--- src/rtl/fft_stream_core.sv ---
// Streaming N-point radix-2 DIT FFT/IFFT: bit-reversed load, one time-shared
// in-place butterfly per cycle, natural-order drain under ready/valid.
module fft_stream_core #(
    parameter int W     = 8,
    parameter int LOG2N = 3
) (
    input  logic                        clk,
    input  logic                        rst,
    input  logic                        in_valid,
    output logic                        in_ready,
    input  logic signed [W-1:0]         in_re,
    input  logic signed [W-1:0]         in_im,
    input  logic                        inv,
    output logic                        out_valid,
    input  logic                        out_ready,
    output logic signed [W+LOG2N:0]     out_re,
    output logic signed [W+LOG2N:0]     out_im,
    output logic [LOG2N-1:0]            out_idx,
    output logic                        out_last,
    output logic                        busy
);
    localparam int N  = 1 << LOG2N;
    localparam int OW = W + LOG2N + 1;
    localparam int PW = OW + 11;
    localparam int SW = $clog2(LOG2N);
    localparam logic signed [PW-1:0] RND = PW'(128);

    typedef enum logic [1:0] {LOAD, COMPUTE, DRAIN} state_t;

    state_t                  state, state_nxt;
    logic [LOG2N-1:0]        cnt;
    logic [SW-1:0]           stg;
    logic [LOG2N-2:0]        bfly;
    logic                    inv_q;
    logic signed [OW-1:0]    mem_re [N];
    logic signed [OW-1:0]    mem_im [N];

    logic [LOG2N-1:0]        bx, half, j_idx, top, bot;
    logic [2:0]              k16;
    logic signed [9:0]       wr, wi;
    logic signed [PW-1:0]    b_re_x, b_im_x, wr_x, wi_x;
    logic signed [OW-1:0]    a_re, a_im, t_re, t_im;
    logic signed [OW-1:0]    sum_re, sum_im, dif_re, dif_im;
    logic                    last_bfly;

    function automatic logic [LOG2N-1:0] bitrev(input logic [LOG2N-1:0] v);
        logic [LOG2N-1:0] r;
        for (int i = 0; i < LOG2N; i++) r[i] = v[LOG2N-1-i];
        return r;
    endfunction

    // Q1.8 twiddles for k16 = 0..7 of a 16-point circle
    function automatic logic signed [9:0] cos_q8(input logic [2:0] k);
        case (k)
            3'd0: return 10'sd256;
            3'd1: return 10'sd237;
            3'd2: return 10'sd181;
            3'd3: return 10'sd98;
            3'd4: return 10'sd0;
            3'd5: return -10'sd98;
            3'd6: return -10'sd181;
            default: return -10'sd237;
        endcase
    endfunction

    function automatic logic signed [9:0] sin_q8(input logic [2:0] k);
        case (k)
            3'd0: return 10'sd0;
            3'd1: return 10'sd98;
            3'd2: return 10'sd181;
            3'd3: return 10'sd237;
            3'd4: return 10'sd256;
            3'd5: return 10'sd237;
            3'd6: return 10'sd181;
            default: return 10'sd98;
        endcase
    endfunction

    function automatic logic signed [OW-1:0] round_q8(input logic signed [PW-1:0] acc);
        return OW'((acc + RND) >>> 8);
    endfunction

    always_comb begin
        bx     = LOG2N'(bfly);
        half   = LOG2N'(1) << stg;
        j_idx  = bx & (half - LOG2N'(1));
        top    = (((bx >> stg) << 1) << stg) | j_idx;
        bot    = top | half;
        k16    = 3'(int'(j_idx) << (3 - int'(stg)));
        wr     = cos_q8(k16);
        wi     = inv_q ? sin_q8(k16) : -sin_q8(k16);
        a_re   = mem_re[top];
        a_im   = mem_im[top];
        b_re_x = PW'(mem_re[bot]);
        b_im_x = PW'(mem_im[bot]);
        wr_x   = PW'(wr);
        wi_x   = PW'(wi);
        t_re   = round_q8(b_re_x * wr_x - b_im_x * wi_x);
        t_im   = round_q8(b_re_x * wi_x + b_im_x * wr_x);
        sum_re = a_re + t_re;
        sum_im = a_im + t_im;
        dif_re = a_re - t_re;
        dif_im = a_im - t_im;
    end

    assign last_bfly = (bfly == '1) && (stg == SW'(LOG2N - 1));

    always_ff @(posedge clk or negedge rst) begin
        if (!rst) state <= LOAD;
        else      state <= state_nxt;
    end

    always_comb begin
        state_nxt = state;
        case (state)
            LOAD:    if (in_valid && cnt == LOG2N'(N - 1)) state_nxt = COMPUTE;
            COMPUTE: if (last_bfly) state_nxt = DRAIN;
            DRAIN:   if (out_ready && cnt == LOG2N'(N - 1)) state_nxt = LOAD;
            default: state_nxt = LOAD;
        endcase
    end

    always_comb begin
        in_ready  = (state == LOAD);
        out_valid = (state == DRAIN);
        busy      = (state != LOAD);
        out_idx   = (state == DRAIN) ? cnt : '0;
        out_last  = (state == DRAIN) && (cnt == LOG2N'(N - 1));
        out_re    = (state == DRAIN) ? mem_re[cnt] : '0;
        out_im    = (state == DRAIN) ? mem_im[cnt] : '0;
    end

    // cnt wraps to 0 at the end of LOAD and DRAIN, so each phase starts at index 0
    always_ff @(posedge clk or negedge rst) begin
        if (!rst) begin
            cnt   <= '0;
            stg   <= '0;
            bfly  <= '0;
            inv_q <= 1'b0;
            for (int i = 0; i < N; i++) begin
                mem_re[i] <= '0;
                mem_im[i] <= '0;
            end
        end else begin
            case (state)
                LOAD: if (in_valid) begin
                    mem_re[bitrev(cnt)] <= OW'(in_re);
                    mem_im[bitrev(cnt)] <= OW'(in_im);
                    cnt <= cnt + 1'b1;
                    if (cnt == '0) inv_q <= inv;
                end
                COMPUTE: begin
                    mem_re[top] <= sum_re;
                    mem_im[top] <= sum_im;
                    mem_re[bot] <= dif_re;
                    mem_im[bot] <= dif_im;
                    bfly <= bfly + 1'b1;
                    if (bfly == '1) stg <= last_bfly ? '0 : stg + 1'b1;
                end
                DRAIN: if (out_ready) cnt <= cnt + 1'b1;
                default: ;
            endcase
        end
    end
endmodule

--- config.mk ---
export PLATFORM = sky130hd
export DESIGN_NAME = fft_stream_core
export DESIGN_NICKNAME = d
export VERILOG_FILES = /design/src/rtl/fft_stream_core.sv
export SDC_FILE = /design/constraint.sdc
export NUM_CORES = 2
export LEC_CHECK = 0
export CAP_MARGIN = 10
export CORE_ASPECT_RATIO = 1.2
export CORE_UTILIZATION = 50
export CTS_BUF_LIST = sky130_fd_sc_hd__clkbuf_4
export DETAILED_ROUTE_END_ITERATION = 6
export GPL_TIMING_DRIVEN = 0
export PLACE_DENSITY = 0.77
export RECOVER_POWER = 25
export SLEW_MARGIN = 0
export SYNTH_ARGS = -nofsm -noshare
export SYNTH_HDL_FRONTEND = slang
export SYNTH_SLANG_ARGS = --single-unit
--- constraint.sdc ---
create_clock -name clk -period 10.9 [get_ports clk]
set_input_delay 1.635 -clock clk [delete_from_list [all_inputs] [get_ports clk]]
set_output_delay 1.635 -clock clk [all_outputs]
set_load 0.02 [all_outputs]
==> flow_metrics.tcl <==
set metrics [dict create \
    vias 34900 \
    antenna_left 0 \
    cts_hold_buf 0 \
    max_cap_viol_count 7 \
    clk_pin_slew_ps 90 \
    routed_wl_um 183000 \
    clk_latency_ps 820 \
    worstSetupStartpointType "register" \
    yosys_warnings 0 \
    syn_area_um2 32800 \
    drt_pass1_iterations 7 \
    relSlewSlack -3.08 \
    seq_area_frac_synth 0.154 \
    io_pins 52 \
    setup_ws_ps -24.7 \
    grt.total_usage 0.550 \
    hp-start "mem_re[1]$_DFFE_PN0P_" \
    dp_hpwl_um 135000 \
    async_flop_share 1.00 \
    max_freq_mhz 91.5 \
    end_kind "register" \
    status "finished with violations" \
    synth_nets 4606 \
    layout-area-overhead-vs-synth_pct 13.6 \
    syn-instance-count 3923 \
    synthAdderAreaFrac 0.358 \
    antenna_found_initial 18 \
    core_um2 64700 \
    violations "DRC, capacitance limit, slew limit, setup timing" \
    hold_viol 0 \
    timing_worst_setup_path_type "register to register" \
    clock-sinks 202 \
    gp_routability_congestion 1.14 \
    gr-total-overflow 0 \
    layout.nets 4780 \
    fin_hold_ws_ps 537 \
    yosys.area_share.simple 0.155 \
    cp_slowest_cell "xor2_1" \
    period_minus_slack_ps 10920 \
    cts_buffers 54 \
    cpPeakStageDelay_ps 650 \
    grt_pass1_vias 34600 \
    critical_path.startpoint "stg[1]$_DFFE_PN0P_" \
    synth_compound_area_frac 0.162 \
    layout.cells.most_common_list "inv_1, nor2_1, fa_1" \
    path_max_fanout 10 \
    row_count 102 \
    cts_tree "done" \
    synth_top_family_by_area "adder cells" \
    dieWidth_um 236 \
    cp_common_cell "fa_1" \
    ys_ff_latch 202 \
    fill_cells 5822 \
    syn_avg_cell_area_um2 8.37 \
    setup_violations 3 \
    critPathArrivalTime_ps 11610 \
    final_common_cell "inv_1" \
    grt_max_degree 103 \
    synth_cell_types 91 \
    worstMarginPinSlew_ps 6120 \
    synth_edf_count 0 \
    grt_first_pass_wirelength_um 254000 \
    io_buffers 44 \
    cts_buffer_depth 3 \
    hold_path_class "register to register" \
    initial_core_util 0.508 \
    maxSlewViolCount 249 \
    synth_flop_cell "dfrtp_1" \
    cts-htree-levels 2 \
    cts_root_buf "clkbuf_4" \
    layout-drive-gt1-share 0.116 \
    via_per_inst 7.00 \
    first_iter_violations 4857 \
    cp.required_ps 11580 \
    die_area_um2 66700 \
    period_share 1.00 \
    post_drt_wl_per_cell_um 36.7 \
    synthMuxAreaShare 0.0367 \
    drc_errors 29 \
    r2r_start "stg[1]$_DFFE_PN0P_" \
    die_h_um 283 \
    synth_xor_area_frac 0.0362 \
    finalClockSkew_ps 70.8 \
]
## cell usage after synthesis (all sizes together), types with 17 or more instances
| cell | number | area share |
|---|---|---|
| xor2 | 26 | 0.0080 |
| and2 | 17 | 0.0033 |
| buf | 46 | 0.0080 |
| xnor2 | 94 | 0.026 |
| o21a | 24 | 0.0055 |
| nand2 | 456 | 0.052 |
| a22oi | 51 | 0.012 |
| o21ai | 115 | 0.018 |
| and3 | 28 | 0.0053 |
| nand3 | 41 | 0.0062 |
| mux4 | 48 | 0.033 |
| nor2 | 527 | 0.060 |
| o221ai | 31 | 0.0086 |
| o21bai | 25 | 0.0057 |
| clkbuf | 192 | 0.022 |
| nand2b | 24 | 0.0046 |
| a221oi | 21 | 0.0056 |
| ha | 201 | 0.077 |
| o22ai | 198 | 0.038 |
| a21oi | 225 | 0.034 |
| a31oi | 28 | 0.0053 |
| fa | 461 | 0.28 |
| inv | 597 | 0.068 |
| or3 | 23 | 0.0044 |
| a21o | 17 | 0.0039 |
| nor4 | 23 | 0.0044 |
| dfrtp | 202 | 0.15 |
| nor3 | 32 | 0.0052 |
## flip-flops by register name, indices dropped and copies added (netlist names)
| register | cells |
|---|---|
| cnt | 3 |
| mem_im | 96 |
| stg | 2 |
| state | 2 |
| inv_q | 1 |
| bfly | 2 |
| mem_re | 96 |
## worst max-delay path, delay by kind of cell, from the launching register on
kind,cells,cell delay [ps]
AO/OA/AOI/OAI,13,2380
flip-flops,1,500
adder cells (fa/ha/maj),10,4340
XOR/XNOR,1,650
buffers and inverters,10,1380
AND/OR/NAND/NOR,6,1520
## routing by layer
metal | GRT usage | routed length (um)
met1 | 0.574 | 56600
met2 | 0.808 | 75500
met3 | 0.239 | 25800
met4 | 0.566 | 24500
met5 | 0.0375 | 267
## repair_timing
| action | CTS | global route |
|---|---|---|
| endpoints found under the setup margin | 192 | 115 |
| setup buffers | 21 | 39 |
| resized for setup | 195 | 150 |
| gates cloned | 1 | 0 |
| pin swaps | 20 | 31 |
## per-stage QoR
stage          std cells   util  setup TNS (ps)  worst slack, ps  instance area [um2]
3_3_place_gp        4799  0.530         -996670            -5480                34300
3_5_place_dp        4825  0.536         -637200            -4900                34700
6_report            4982  0.576           -41.9            -24.7                37300
2_1_floorplan       3923      -               0              530                32800
4_1_cts             4923  0.561               0             2.35                36300
5_1_grt             4970  0.576            -636            -80.2                37300
## layout make-up
cell class | count | area, um2 | share of cell area
Clock buffer | 75 | 563 | 0.0151
Tap cell | 832 | 1040 | 0.0279
Clock inverter | 19 | 133 | 0.00356
Antenna cell | 15 | 37.5 | 0.00101
Sequential cell | 202 | 5060 | 0.136
Multi-Input combinational cell | 2882 | 25500 | 0.685
Buffer | 216 | 1240 | 0.0334
Timing Repair Buffer | 140 | 1420 | 0.0382
Inverter | 601 | 2260 | 0.0606
## path summary, 6_finish.rpt
path | slack (ps) | depth (start not counted) | endpoint
worst max-delay path | -20 | 40 | mem_im[34]$_DFFE_PN0P_
worst min-delay path | 540 | 2 | mem_re[1]$_DFFE_PN0P_
worst max register to register | -20 | 40 | mem_im[34]$_DFFE_PN0P_
worst min register to register | 540 | 2 | mem_re[1]$_DFFE_PN0P_
max in group asynchronous | 2500 | 2 | mem_im[65]$_DFFE_PN0P_
min in group asynchronous | 3100 | 1 | mem_re[28]$_DFFE_PN0P_
## cell families after synthesis
logic type / count (synthesis)
flip-flops: 202
adder cells (fa/ha/maj): 662
buffers and inverters: 839
XOR/XNOR: 123
AND/OR/NAND/NOR: 1211
AO/OA/AOI/OAI: 826
multiplexers: 60
Power is left out: the tool's default activity adds up to more than one toggle a clock period on the data nets, which glitch-free logic cannot reach.
